### src/rtl/seg_scan_ctrl_pkg.sv
// rtl/seg_scan_ctrl_pkg.sv - shared types and constants for the digit scan controller
package seg_scan_ctrl_pkg;

    typedef enum logic {
        ST_BLANK = 1'b0,
        ST_SHOW  = 1'b1
    } state_t;

    localparam logic [6:0] SEG_BLANK = 7'b1111111;
    localparam logic [3:0] AN_OFF    = 4'b1111;

    // Active-low one-hot anode pattern for a digit index
    function automatic logic [3:0] an_select(input logic [1:0] idx);
        return ~(4'b0001 << idx);
    endfunction

endpackage

### src/rtl/seg_scan_ctrl_if.sv
// rtl/seg_scan_ctrl_if.sv - control and pin bundle of the digit scan controller
interface seg_scan_ctrl_if;

    logic        en;
    logic        load;
    logic [15:0] din;
    logic        blank_lz;
    logic [6:0]  seg;
    logic [3:0]  an;
    logic        frame_done;

    modport master (
        output en, load, din, blank_lz,
        input  seg, an, frame_done
    );

    modport slave (
        input  en, load, din, blank_lz,
        output seg, an, frame_done
    );

endinterface

### src/rtl/seg_scan_ctrl_bcd_7seg.sv
// rtl/seg_scan_ctrl_bcd_7seg.sv - BCD to active-low 7-segment decode, a..g on [6:0]
module bcd_7seg
    import seg_scan_ctrl_pkg::*;
(
    input  logic [3:0] bcd_i,
    output logic [6:0] seg_o
);

    // Nibbles outside 0..9 light nothing
    always_comb begin
        case (bcd_i)
            4'd0:    seg_o = 7'b0000001;
            4'd1:    seg_o = 7'b1001111;
            4'd2:    seg_o = 7'b0010010;
            4'd3:    seg_o = 7'b0000110;
            4'd4:    seg_o = 7'b1001100;
            4'd5:    seg_o = 7'b0100100;
            4'd6:    seg_o = 7'b0100000;
            4'd7:    seg_o = 7'b0001111;
            4'd8:    seg_o = 7'b0000000;
            4'd9:    seg_o = 7'b0000100;
            default: seg_o = SEG_BLANK;
        endcase
    end

endmodule

### src/rtl/seg_scan_ctrl.sv
// rtl/seg_scan_ctrl.sv - four-digit multiplexed 7-segment scanner with frame-atomic loads
module seg_scan_ctrl
    import seg_scan_ctrl_pkg::*;
#(
    parameter int CLK_DIV   = 100000,
    parameter int BLANK_CYC = 4
) (
    input  logic           clk,
    input  logic           rst,
    seg_scan_ctrl_if.slave bus
);

    localparam int               DIV_W      = (CLK_DIV > 1) ? $clog2(CLK_DIV) : 1;
    localparam logic [DIV_W-1:0] DIV_LAST   = DIV_W'(CLK_DIV - 1);
    localparam logic [DIV_W-1:0] BLANK_LAST = DIV_W'(BLANK_CYC - 1);

    logic [DIV_W-1:0] div_q;
    logic [DIV_W-1:0] div_d;
    logic [1:0]       idx_q;
    state_t           state_q;
    logic [3:0]       an_q;
    logic [6:0]       seg_q;
    logic             frame_done_q;
    logic [15:0]      disp_q;
    logic [15:0]      pend_q;
    logic             pend_valid_q;

    logic             tick_d;
    logic             wrap_d;
    logic [3:0]       nib_d;
    logic [6:0]       dec_d;
    logic [3:0]       lz_d;
    logic [6:0]       seg_d;
    logic [3:0]       an_d;

    assign tick_d = bus.en && (div_q == DIV_LAST);
    assign wrap_d = tick_d && (idx_q == 2'd3);
    assign div_d  = (div_q == DIV_LAST) ? '0 : div_q + DIV_W'(1);

    // Pick the display nibble for the digit currently being scanned
    always_comb begin
        case (idx_q)
            2'd0:    nib_d = disp_q[3:0];
            2'd1:    nib_d = disp_q[7:4];
            2'd2:    nib_d = disp_q[11:8];
            default: nib_d = disp_q[15:12];
        endcase
    end

    bcd_7seg u_dec (
        .bcd_i (nib_d),
        .seg_o (dec_d)
    );

    // A digit is a leading zero when it and every digit above it are zero; digit 0 always shows
    assign lz_d[3] = bus.blank_lz && (disp_q[15:12] == 4'h0);
    assign lz_d[2] = bus.blank_lz && (disp_q[15:8] == 8'h00);
    assign lz_d[1] = bus.blank_lz && (disp_q[15:4] == 12'h000);
    assign lz_d[0] = 1'b0;

    assign seg_d = lz_d[idx_q] ? SEG_BLANK : dec_d;
    assign an_d  = an_select(idx_q);

    // Divider, digit index and blank/show sequencing with registered pin outputs; all frozen while disabled
    always_ff @(posedge clk or posedge rst) begin
        if (rst) begin
            div_q        <= '0;
            idx_q        <= 2'd0;
            state_q      <= ST_BLANK;
            an_q         <= AN_OFF;
            seg_q        <= SEG_BLANK;
            frame_done_q <= 1'b0;
        end else if (!bus.en) begin
            an_q         <= AN_OFF;
            seg_q        <= SEG_BLANK;
            frame_done_q <= 1'b0;
        end else begin
            div_q        <= div_d;
            frame_done_q <= wrap_d;
            if (tick_d) begin
                idx_q <= idx_q + 2'd1;
            end
            case (state_q)
                ST_BLANK: begin
                    an_q  <= AN_OFF;
                    seg_q <= SEG_BLANK;
                    if (div_q == BLANK_LAST) begin
                        state_q <= ST_SHOW;
                    end
                end
                ST_SHOW: begin
                    an_q  <= an_d;
                    seg_q <= seg_d;
                    if (tick_d) begin
                        state_q <= ST_BLANK;
                    end
                end
                default: begin
                    an_q    <= AN_OFF;
                    seg_q   <= SEG_BLANK;
                    state_q <= ST_BLANK;
                end
            endcase
        end
    end

    // Loads park in the pending register; the display only changes at a frame wrap so a frame is never mixed
    always_ff @(posedge clk or posedge rst) begin
        if (rst) begin
            disp_q       <= 16'h0000;
            pend_q       <= 16'h0000;
            pend_valid_q <= 1'b0;
        end else begin
            if (wrap_d && pend_valid_q) begin
                disp_q       <= pend_q;
                pend_valid_q <= 1'b0;
            end
            if (bus.load) begin
                pend_q       <= bus.din;
                pend_valid_q <= 1'b1;
            end
        end
    end

    assign bus.seg        = seg_q;
    assign bus.an         = an_q;
    assign bus.frame_done = frame_done_q;

endmodule

### src/flat_wrapper.sv
// flat-port wrapper written by rule: the top's interface ports become plain ports
module seg_scan_ctrl_flat import seg_scan_ctrl_pkg::*;
#(
    parameter int CLK_DIV   = 100000,
    parameter int BLANK_CYC = 4
)
  (clk, rst, bus_en, bus_load, bus_din, bus_blank_lz, bus_seg, bus_an, bus_frame_done);
  seg_scan_ctrl_if bus_i ();
  input  logic clk;
  input  logic rst;
  input wire logic [$bits(bus_i.en)-1:0] bus_en;
  input wire logic [$bits(bus_i.load)-1:0] bus_load;
  input wire logic [$bits(bus_i.din)-1:0] bus_din;
  input wire logic [$bits(bus_i.blank_lz)-1:0] bus_blank_lz;
  output wire logic [$bits(bus_i.seg)-1:0] bus_seg;
  output wire logic [$bits(bus_i.an)-1:0] bus_an;
  output wire logic [$bits(bus_i.frame_done)-1:0] bus_frame_done;
  assign bus_i.en = bus_en;
  assign bus_i.load = bus_load;
  assign bus_i.din = bus_din;
  assign bus_i.blank_lz = bus_blank_lz;
  assign bus_seg = bus_i.seg;
  assign bus_an = bus_i.an;
  assign bus_frame_done = bus_i.frame_done;
  seg_scan_ctrl #(.CLK_DIV(CLK_DIV), .BLANK_CYC(BLANK_CYC)) u_core (.clk(clk), .rst(rst), .bus(bus_i));
endmodule
### config.mk
export PLATFORM = sky130hd
export DESIGN_NAME = seg_scan_ctrl_flat
export DESIGN_NICKNAME = d
export VERILOG_FILES = /design/src/rtl/seg_scan_ctrl_pkg.sv /design/src/rtl/seg_scan_ctrl_if.sv /design/src/rtl/seg_scan_ctrl_bcd_7seg.sv /design/src/rtl/seg_scan_ctrl.sv /design/src/flat_wrapper.sv
export SDC_FILE = /design/constraint.sdc
export NUM_CORES = 1
export LEC_CHECK = 0
export CAP_MARGIN = 20
export CORE_UTILIZATION = 40
export CTS_CLUSTER_SIZE = 10
export DETAILED_ROUTE_END_ITERATION = 12
export PLACE_DENSITY = 0.66
export SYNTH_ARGS = -nofsm -noshare
export SYNTH_HDL_FRONTEND = slang
export SYNTH_SLANG_ARGS = --single-unit
### constraint.sdc
create_clock -name clk -period 3.2 [get_ports clk]
set_input_delay 0.64 -clock clk [delete_from_list [all_inputs] [get_ports clk]]
set_output_delay 0.64 -clock clk [all_outputs]
set_load 0.005 [all_outputs]
# ---- After elaboration in Yosys (flattened, before gate mapping)
# Memories as Yosys holds them, arrays and structs flattened.
# Cells that the tools add are included.
# Widths: inputs -> output; s select.
dict set report op_classes {
  add_sub_neg 2
  magnitude_cmp 1
  n_eq_ne 5
  shift 1
  n_mux 15
  bitwise_logic 2
  n_reduce_logical 12
}
# operator count
set op_table {}
lappend op_table {{$add 17x1->17 const B} 1}
lappend op_table {{$eq 17x17->1 const B} 1}
lappend op_table {{$eq 17x2->1 const B} 1}
lappend op_table {{$mux 17} 1}
lappend op_table {{$mux 7} 2}
lappend op_table {{$pmux 7 s2} 1}
lappend op_table {{$logic_not 12->1} 1}
lappend op_table {{$pmux 4 s3} 1}
lappend op_table {{$logic_not 8->1} 1}
lappend op_table {{$pmux 4 s2} 1}
lappend op_table {{$logic_and 1x1->1} 6}
lappend op_table {{$mux 1} 6}
lappend op_table {{$eq 2x2->1 const B} 2}
lappend op_table {{$logic_not 4->1} 1}
lappend op_table {{$mux 4} 1}
lappend op_table {{$not 4->4} 1}
lappend op_table {{$shl 1x2->4 const A} 1}
lappend op_table {{$lt 2x3->1 const B} 1}
lappend op_table {{$add 2x1->2 const B} 1}
lappend op_table {{$bmux 1 s2} 1}
lappend op_table {{$eq 2x1->1 const B} 1}
lappend op_table {{$logic_not 2->1} 1}
lappend op_table {{$pmux 1 s2} 1}
lappend op_table {{$reduce_and 2->1} 1}
lappend op_table {{other kinds (2)} 2}
dict set report word_totals {
  ff_bits 65
  mem_bits_ro 112
  output_inout_bits 12
  mem_count 1
}
# memory depth word_bits rd rd_ports_with_merged_regs write_ports line
set memory_table {}
lappend memory_table {{(no name shown)} 16 7 1 0 0 seg_scan_ctrl_bcd_7seg.sv:11} ;# case (bcd_i)

# ---- Depth between registers and ports, before layout
# Gate-level depths: netlist of run 1.
dict set report depth {
  depth_word 7
  ltp_mapped 10
  ltp_nobuf 10
}

# ---- By module
# A second synthesis of run 1 with hierarchy kept.
dict set report hier_totals {
  hier_cells 254
  hier_area_um2 3021.6
}
# module instances cells_each area_per_inst_um2
set modules_own_cells {}
lappend modules_own_cells {seg_scan_ctrl 1 221 2811.4}
lappend modules_own_cells {bcd_7seg 1 33 210.2}

# ---- Worst setup path after synthesis of run 1
# OpenSTA, ideal clock, no wires.
dict set report synth_path {
  path_type {register to register}
  startpoint {register u_core.idx_q[0]}
  endpoint {register u_core.seg_q[1], in the netlist u_core.bus.seg[1]}
  setup_ns 0.081
  t_arrival_ns 2.077
  t_required_ns 3.119
  slack_ns 1.042
  stages_incl_launch_ff 11
  path_buffers 0
  synth_period_minus_slack_ns 2.158
  path_cell_list {dfrtp_1 -> inv_1 -> ha_1 -> a222oi_1 -> mux2i_1 -> inv_1 -> ha_1 -> nor2b_1 -> a32oi_1 -> a21oi_1 -> o211ai_1}
}
dict set report synth_between {
  elab_chain_cells 6
  elab_cells_between_ends 10
  classes_between {eq/ne: 2; mux: 6; reduce/logical: 1; memory: 1}
}
# item line
set synth_rtl {}
lappend synth_rtl {{start: declaration} seg_scan_ctrl.sv:19} ;# logic [1:0] idx_q;
lappend synth_rtl {{start signal: assignment} seg_scan_ctrl.sv:81} ;# idx_q <= idx_q + 2'd1;
lappend synth_rtl {{$eq 2x2->1 (tied with other cells)} seg_scan_ctrl.sv:42} ;# case (idx_q)
lappend synth_rtl {{$pmux 4 s3} seg_scan_ctrl.sv:42}
lappend synth_rtl {{$mem_v2 16x7} n/a}
lappend synth_rtl {{$mux 7 (*)} seg_scan_ctrl.sv:61} ;# assign seg_d = lz_d[idx_q] ? SEG_BLANK : dec_d;
lappend synth_rtl {{$pmux 7 s2 (*)} seg_scan_ctrl.sv:83} ;# case (state_q)
lappend synth_rtl {{$mux 7 (*)} seg_scan_ctrl.sv:73} ;# end else if (!bus.en) begin
lappend synth_rtl {{end signal: assignment} seg_scan_ctrl.sv:93} ;# seg_q <= seg_d;
lappend synth_rtl {{end: declaration} seg_scan_ctrl.sv:22} ;# logic [6:0] seg_q;
# Every way passes the cells marked *; elsewhere a longest branch is shown, timed or not. The select of a mux whose other input is x is not followed.
# A chain may end at the register's enable or synchronous reset.

# ---- Final worst setup path of run 1
# Ends and elaborated chain as after synthesis.

==> summary.txt, run 1 <==
Global route
  • Gr usage total: between 15 and 20%
  • Initial antenna violation count: 0
  • First-pass GRT wire length: roughly 10 mm
  • Vias in the first global route: between 2000 and 2500
  • Largest net degree at the start of global routing: 31
  • Total gr overflow: 0

Final layout
  • Sequential Area: 1640 µm²
  • Area Growth Syn to Fin: 21.5%
  • Area of the multi-input gates: 1330 µm²
  • Antenna fix cells: 0
  • Commonest non-fill, non-tap cell in the layout: dfrtp_1
  • Commonest non-fill, non-tap cells in the layout: dfrtp_1, clkdlybuf4s50_1, mux2_2
  • Fraction of layout cells with a size suffix above 1: 24.9%
  • Final Net Count: ~320
  • Filler cells: ~650
  • Post-layout util: 50.7%

STA
  • Timing-limited maximum frequency: approximately 380 MHz
  • Setup violators final: 0
  • Final Hold Vio Count: 0
  • Period minus WS final: ~2700 ps
  • Rel. slew slack: 50.3%
  • Period utilization: approximately 83%
  • RSZ-0062 raised after global routing: no
  • Slew Viols, Final: 0
  • Setup TNS: 0 ps
  • Worst Clk Skew: 11.0 ps
  • Hold WS: approximately 510 ps
  • Measured slew at the worst slew-check pin: approximately 740 ps

Clock tree
  • Post-CTS Setup Bufs: 0
  • Worst-path clk slew: 70 ps
  • Cts repair resizes: 0
  • # H-tree levels: 3
  • CTS Root Cell: clkbuf_8
  • Hold Buf Count CTS: 0
  • Worst-Skew Late Latency: around 340 ps
  • CTS buffer count: 9
  • Sink Count: between 60 and 70
  • CTS tree: yes
  • Bufs on Longest Clock Path: 2

Flow run
  • MaxCap Viol Count: 0

Logic synthesis
  • Number of synthesized register bits: 65
  • Top FF cell, synth: dfrtp_1
  • Yosys warnings: 0
  • Number of distinct library cells after synthesis: 42
  • Mean post-synth cell area: roughly 12 µm²
  • Ys async rst share: between 90% and 100%
  • Syn Nets: between 200 and 300
  • Synth Instances: between 200 and 250
  • Post-synth EDFFs: 0
  • Mapped Area: approximately 3100 µm²
  • Sequential fraction of the synthesis area: between 50% and 60%

Worst setup path
  • Setup CP Type: register to register
  • Startpoint types: register
  • Buffer and inverter count on the worst path: 2
  • Crit path DAT: roughly 2900 ps
  • Critical path cell sequence: inv_1 > ha_1 > a222oi_1 > mux2i_1 > inv_1 > ha_1 > nor2b_1 > a32oi_1 > a21oi_1 > o211ai_1
  • CP max stage delay: 420 ps
  • Critical Path End Type: register
  • Critical path's slowest cell: dfrtp_1
  • CP required: 3460 ps
  • Crit-path max FO: 6
  • Crit-path leading delay family: compound AO/OA/AOI/OAI gates

Die
  • Initial Util: 41.7%
  • Row Count: 31
  • Chip width: a little under 90 µm
  • Core Area: ~7300 µm²
  • Die area: around 8000 µm²
  • # IOs: 33
  • Die H: ~89 µm

Power
  • Pleak: 1.64 nW
  • Pwr Total: 1.88 mW
  • Max IR drop VDD: between 0.3 and 0.4 mV
  • Pwr/cell area: about 500 nW/µm²

Drt
  • DRC viols: 0
  • First-pass DRT Iterations: 4
  • Wire length per cell: ~14 µm
  • Initial DRC count: 112
  • Vias per cell: between 5 and 6
  • Final wirelength: 5.60 mm
  • Antenna-violating nets left: 0
  • Via count: a little over 2000

Run status
  • Outcome: completed

Placed design
  • Final HPWL DP: 4.05 mm
  • GP Congestion: between 0.8 and 0.9
  • I/O Buffers: 32

Hold path
  • Hold/Removal Path Class: register to register
worst register-to-register path, delay by kind of cell, from the launching register on:
kind                     cells  cell delay (ps)
adder cells (fa/ha/maj)      2              550
AND/OR/NAND/NOR              1              130
flip-flops                   1              420
buffers and inverters        2              380
AO/OA/AOI/OAI                4              720
multiplexers                 1              390
report_power, final:
group,internal [mW],switching [mW]
sequential,0.898,0.0683
combinational,0.112,0.100
clock,0.366,0.334
synthesized netlist by cell type (all sizes together), types with 2 or more instances:
cell	count	area (µm²)
nand2	9	33.8
ha	11	138
a22oi	2	15.0
inv	17	63.8
mux2	33	409
dfstp	11	289
nor2	13	48.8
or4	4	33.8
a211oi	2	15.0
buf	2	16.3
nor3	7	46.3
xor2	4	35.0
xnor2	11	96.3
nor2b	3	18.8
a211o	3	26.3
mux2i	3	30.0
clkbuf	4	15.0
o21ai	3	15.0
dfrtp	54	1350
a21oi	8	40.0
a32oi	2	17.5
nand4	5	46.3
nor4	6	37.5
and3	3	18.8
nand3	8	40.0
or2	2	12.5
a222oi	4	40.0
o211ai	7	52.6
cell type report:
class	instances	area share, %
clock buffers	9	3.33
repair buffers	38	9.82
clock inverters	7	2.09
inverters	17	1.72
flip-flops and latches	65	44.1
multi-input cells	161	35.6
well taps	99	3.33
worst paths after layout:
| check | from | endpoint | slack (ps) | cells past startpoint |
|---|---|---|---|---|
| hold reg to reg | u_core.div_q[11] | u_core.div_q[11] | 510 | 1 |
| setup / recovery | u_core.idx_q[0] | u_core.bus.seg[1] | 540 | 10 |
| hold / removal | u_core.div_q[11] | u_core.div_q[11] | 510 | 1 |
| setup reg to reg | u_core.idx_q[0] | u_core.bus.seg[1] | 540 | 10 |
| max in group asynchronous | rst | u_core.bus.an[3] | 1810 | 3 |
| min in group asynchronous | rst | u_core.disp_q[13] | 690 | 2 |
layer usage:
metal | global-route usage, % | share of wire (%) | vias to the layer above | wire length, µm
met3 | 4.06 | 3.6 | 11 | 199
met5 | 0 | 0 | - | 0
met4 | 6.93 | 2.0 | 0 | 114
met2 | 23.9 | 43 | 46 | 2420
li1 | - | - | 989 | -
met1 | 23.6 | 51 | 1000 | 2870
registers in the layout (all words and copies together) (netlist names):
| name | flops |
|---|---|
| u_core.div_q | 17 |
| u_core.bus.an | 4 |
| u_core.idx_q | 2 |
| u_core.pend_valid_q | 1 |
| u_core.bus.seg | 7 |
| u_core.bus.frame_done | 1 |
| u_core.disp_q | 16 |
| u_core.pend_q | 16 |
| u_core.state_q | 1 |
kinds of logic after synthesis:
family                   share of synthesized area, %
buffers and inverters                            3.11
adder cells (fa/ha/maj)                          4.50
flip-flops                                       53.6
XOR/XNOR                                         4.29
AO/OA/AOI/OAI                                    8.50
AND/OR/NAND/NOR                                  11.7
multiplexers                                     14.3
metrics by stage:
| step | cells | instance area (µm²) | worst slack [ps] |
|---|---|---|---|
| global placement | 380 | 3520 | 528 |
| finish | 396 | 3720 | 542 |
| CTS | 396 | 3720 | 589 |
| global route | 396 | 3720 | 415 |
| floorplan | 249 | 3060 | 952 |
| detailed placement | 380 | 3520 | 436 |
Power figures use the tool's default switching activity.
==> run 2: changes to the inputs <==
==> constraint.sdc (replaced) <==
create_clock -name clk -period 2.45 [get_ports clk]
set_input_delay 0.49 -clock clk [delete_from_list [all_inputs] [get_ports clk]]
set_output_delay 0.49 -clock clk [all_outputs]
set_load 0.005 [all_outputs]
==> summary.txt, run 2 (synthesis gave the netlist of run 1 again) <==
Run status
  • Outcome: completed (unchanged)

STA
  • Measured slew at the worst slew-check pin: 593 ps (was 743 ps)
  • Setup violators final: 0 (unchanged)
  • Final Hold Vio Count: 0 (unchanged)
  • Worst Clk Skew: 13.3 ps (was 11.0 ps)
  • Rel. slew slack: 60.3% (was 50.3%)
  • Period minus WS final: 2360 ps (was 2660 ps)
  • Timing-limited maximum frequency: 424 MHz (was 376 MHz)
  • Final WS setup: 91.6 ps (was 542 ps)
  • RSZ-0062 raised after global routing: yes (was no)
  • Period utilization: 96.3% (was 83.1%)
  • Slew Viols, Final: 0 (unchanged)
  • Hold WS: 507 ps (was 509 ps)

Hold path
  • Hold/Removal Path Class: register to register (unchanged)

Clock tree
  • CTS tree: yes (unchanged)
  • # H-tree levels: 3 (unchanged)
  • Bufs on Longest Clock Path: 2 (unchanged)
  • Sink Count: 65 (unchanged)
  • Hold Buf Count CTS: 0 (unchanged)
  • Worst-Skew Late Latency: 340 ps (about the same)
  • Worst-path clk slew: 90 ps (was 70 ps)
  • CTS Root Cell: clkbuf_8 (unchanged)
  • CTS buffer count: 9 (unchanged)

Die
  • Core Area: 7330 µm² (unchanged)
  • # IOs: 33 (unchanged)
  • Initial Util: 41.7% (unchanged)
  • Chip width: 89.5 µm (unchanged)
  • Die area: 8000 µm² (unchanged)
  • Row Count: 31 (unchanged)
  • Die H: 89.5 µm (unchanged)

Global route
  • First-pass GRT wire length: 9.49 mm (was 9.92 mm)
  • Initial antenna violation count: 0 (unchanged)
  • Vias in the first global route: 1953 (was 2004)
  • Total gr overflow: 0 (unchanged)
  • Largest net degree at the start of global routing: 34 (was 31)
  • Met2 Usage GRT: 23.4% (was 23.9%)
  • Most crowded layer after global routing: met2 (unchanged)
  • Gr usage total: 16.1% (was 16.5%)
  • Met3 usage: 4.52% (was 4.06%)
  • Met1 usage: 23.1% (was 23.6%)

Drt
  • Vias per cell: 5.12 (was 5.17)
  • Wire length per cell: 13.9 µm (was 14.2 µm)
  • Via count: 2084 (was 2046)
  • First-pass DRT Iterations: 5 (was 4)
  • Initial DRC count: 117 (was 112)
  • Antenna-violating nets left: 0 (unchanged)
  • DRC viols: 0 (unchanged)
  • Final wirelength: 5.65 mm (was 5.60 mm)

Final layout
  • Final Net Count: 335 (was 324)
  • Antenna fix cells: 0 (unchanged)
  • Filler cells: 614 (was 646)
  • Final Cell Area: 3840 µm² (was 3720 µm²)
  • Post-layout util: 52.4% (was 50.7%)
  • Commonest non-fill, non-tap cells in the layout: dfrtp_1, clkdlybuf4s50_1, mux2_2 (unchanged)
  • Most flop-heavy register: u_core.div_q (unchanged)
  • Biggest regs: u_core.div_q (17), u_core.disp_q (16), u_core.pend_q (16) (unchanged)
  • Commonest non-fill, non-tap cell in the layout: dfrtp_1 (unchanged)
  • Max FFs per register: 17 (unchanged)
  • Area Growth Syn to Fin: 25.6% (was 21.5%)
  • Fraction of layout cells with a size suffix above 1: 28.6% (was 24.9%)

Power
  • Pwr Total: 2.51 mW (was 1.88 mW)
  • Sw Share: 26.7% (was 26.8%)
  • Psw: 0.670 mW (was 0.502 mW)
  • Reg power frac: 50.2% (was 51.4%)
  • Comb pwr share: 11.3% (about the same)
  • Pwr/cell area: 653 nW/µm² (was 505 nW/µm²)
  • Int Pwr: 1.84 mW (was 1.38 mW)
  • Max IR drop VDD: 0.291 mV (was 0.310 mV)
  • Clock power frac: 38.5% (was 37.3%)
  • Pleak: 1.70 nW (was 1.64 nW)

Worst setup path
  • Critical Path End Type: register (unchanged)
  • Critical path cell sequence: inv_1 > ha_2 > a222oi_1 > mux2i_1 > buf_4 > buf_4 > ha_1 > a211o_1 > a21oi_1 > o211ai_1 (was inv_1 > ha_1 > a222oi_1 > mux2i_1 > inv_1 > ha_1 > nor2b_1 > a32oi_1 > a21oi_1 > o211ai_1)
  • Crit path top cell by count: buf_4
  • Crit path launch: u_core.idx_q[0] (unchanged)
  • Setup crit end: u_core.bus.seg[1] (unchanged)
  • RR Startpoint: u_core.idx_q[0] (unchanged)
  • Crit-path max FO: 6 (unchanged)
  • CP max stage delay: 400 ps (was 420 ps)
  • Setup CP Type: register to register (unchanged)
  • Startpoint types: register (unchanged)
  • Worst r2r path cells: 10 (unchanged)
  • CP required: 2690 ps (was 3460 ps)
  • Critical path's slowest cell: dfrtp_1 (unchanged)
  • Worst reg2reg setup slack: 90 ps (was 540 ps)
  • Worst reg2reg path endpoint: u_core.bus.seg[1] (unchanged)
  • Crit path DAT: 2600 ps (was 2920 ps)

Placed design
  • I/O Buffers: 32 (unchanged)
  • Final HPWL DP: 4.10 mm (was 4.05 mm)
  • GP Congestion: 0.870 (was 0.851)
  • Worst slack at placement: 85.6 ps (was 436 ps)
  • Post-DP Area: 3620 µm² (was 3520 µm²)

Flow run
  • MaxCap Viol Count: 0 (unchanged)
[run 2: cell types whose count changed in the layout (fill, tap and decap cells not counted)]
cell	delta
buf_12	+2
buf_4	+9
clkbuf_8	+1
clkinv_2	-1
clkinv_4	-2
ha_1	-3
ha_2	+3
inv_6	+2
[run 2: per-layer routing]
| metal | routed length [µm] | vias up |
|---|---|---|
| met5 | 0 | - |
| met4 | 36 | 0 |
| met3 | 194 | 4 |
| met2 | 2510 | 49 |
| met1 | 2910 | 1018 |
| li1 | - | 1013 |
[run 2: area by class of cell]
| cell class | count | area [µm²] | share of cell area (%) |
|---|---|---|---|
| Sequential cell | 65 | 1640 | 42.7 |
| Multi-Input combinational cell | 161 | 1330 | 34.7 |
| Timing Repair Buffer | 49 | 473 | 12.3 |
| Clock buffer | 10 | 138 | 3.58 |
| Tap cell | 99 | 124 | 3.22 |
| Clock inverter | 6 | 72.6 | 1.89 |
| Inverter | 17 | 63.8 | 1.66 |
[run 2: repair_timing]
item | in CTS | in global routing
buffers inserted | 0 | 1
endpoints found under the hold margin | 0 | 0
gates resized for setup | 0 | 3
endpoints found under the setup margin | 0 | 4
[run 2: critical path, delay by kind of cell, from the launching register on]
| family | cells | cell delay, ps |
|---|---|---|
| AO/OA/AOI/OAI | 4 | 850 |
| adder cells (fa/ha/maj) | 2 | 420 |
| buffers and inverters | 3 | 410 |
| multiplexers | 1 | 190 |
| flip-flops | 1 | 400 |
[run 2: worst min path at each step]
stage | to | cells past startpoint | start | slack, ps
final | u_core.disp_q[13] | 1 | u_core.pend_q[13] | 510
after CTS | u_core.div_q[14] | 1 | u_core.div_q[14] | 510
after floorplan | u_core.div_q[8] | 1 | u_core.div_q[8] | 460
after detailed placement | u_core.div_q[14] | 1 | u_core.div_q[14] | 490
after global placement | u_core.div_q[14] | 1 | u_core.div_q[14] | 480
after global routing | u_core.disp_q[6] | 1 | u_core.pend_q[6] | 520
[run 2: per-stage QoR]
| step | instances | TNS, ps |
|---|---|---|
| after floorplan | 249 | 0 |
| after detailed placement | 390 | 0 |
| after global routing | 407 | -229 |
| after CTS | 406 | 0 |
| after global placement | 390 | 0 |
| final | 407 | 0 |
[run 2: power by group through the flow]
stage	Combinational, mW	Clock, mW	Sequential [mW]
after floorplan	0.197	0	1.25
after global placement	0.283	0	1.28
after detailed placement	0.289	0	1.28
after CTS	0.290	0.997	1.26
after global routing	0.326	1.04	1.27
final	0.285	0.966	1.26
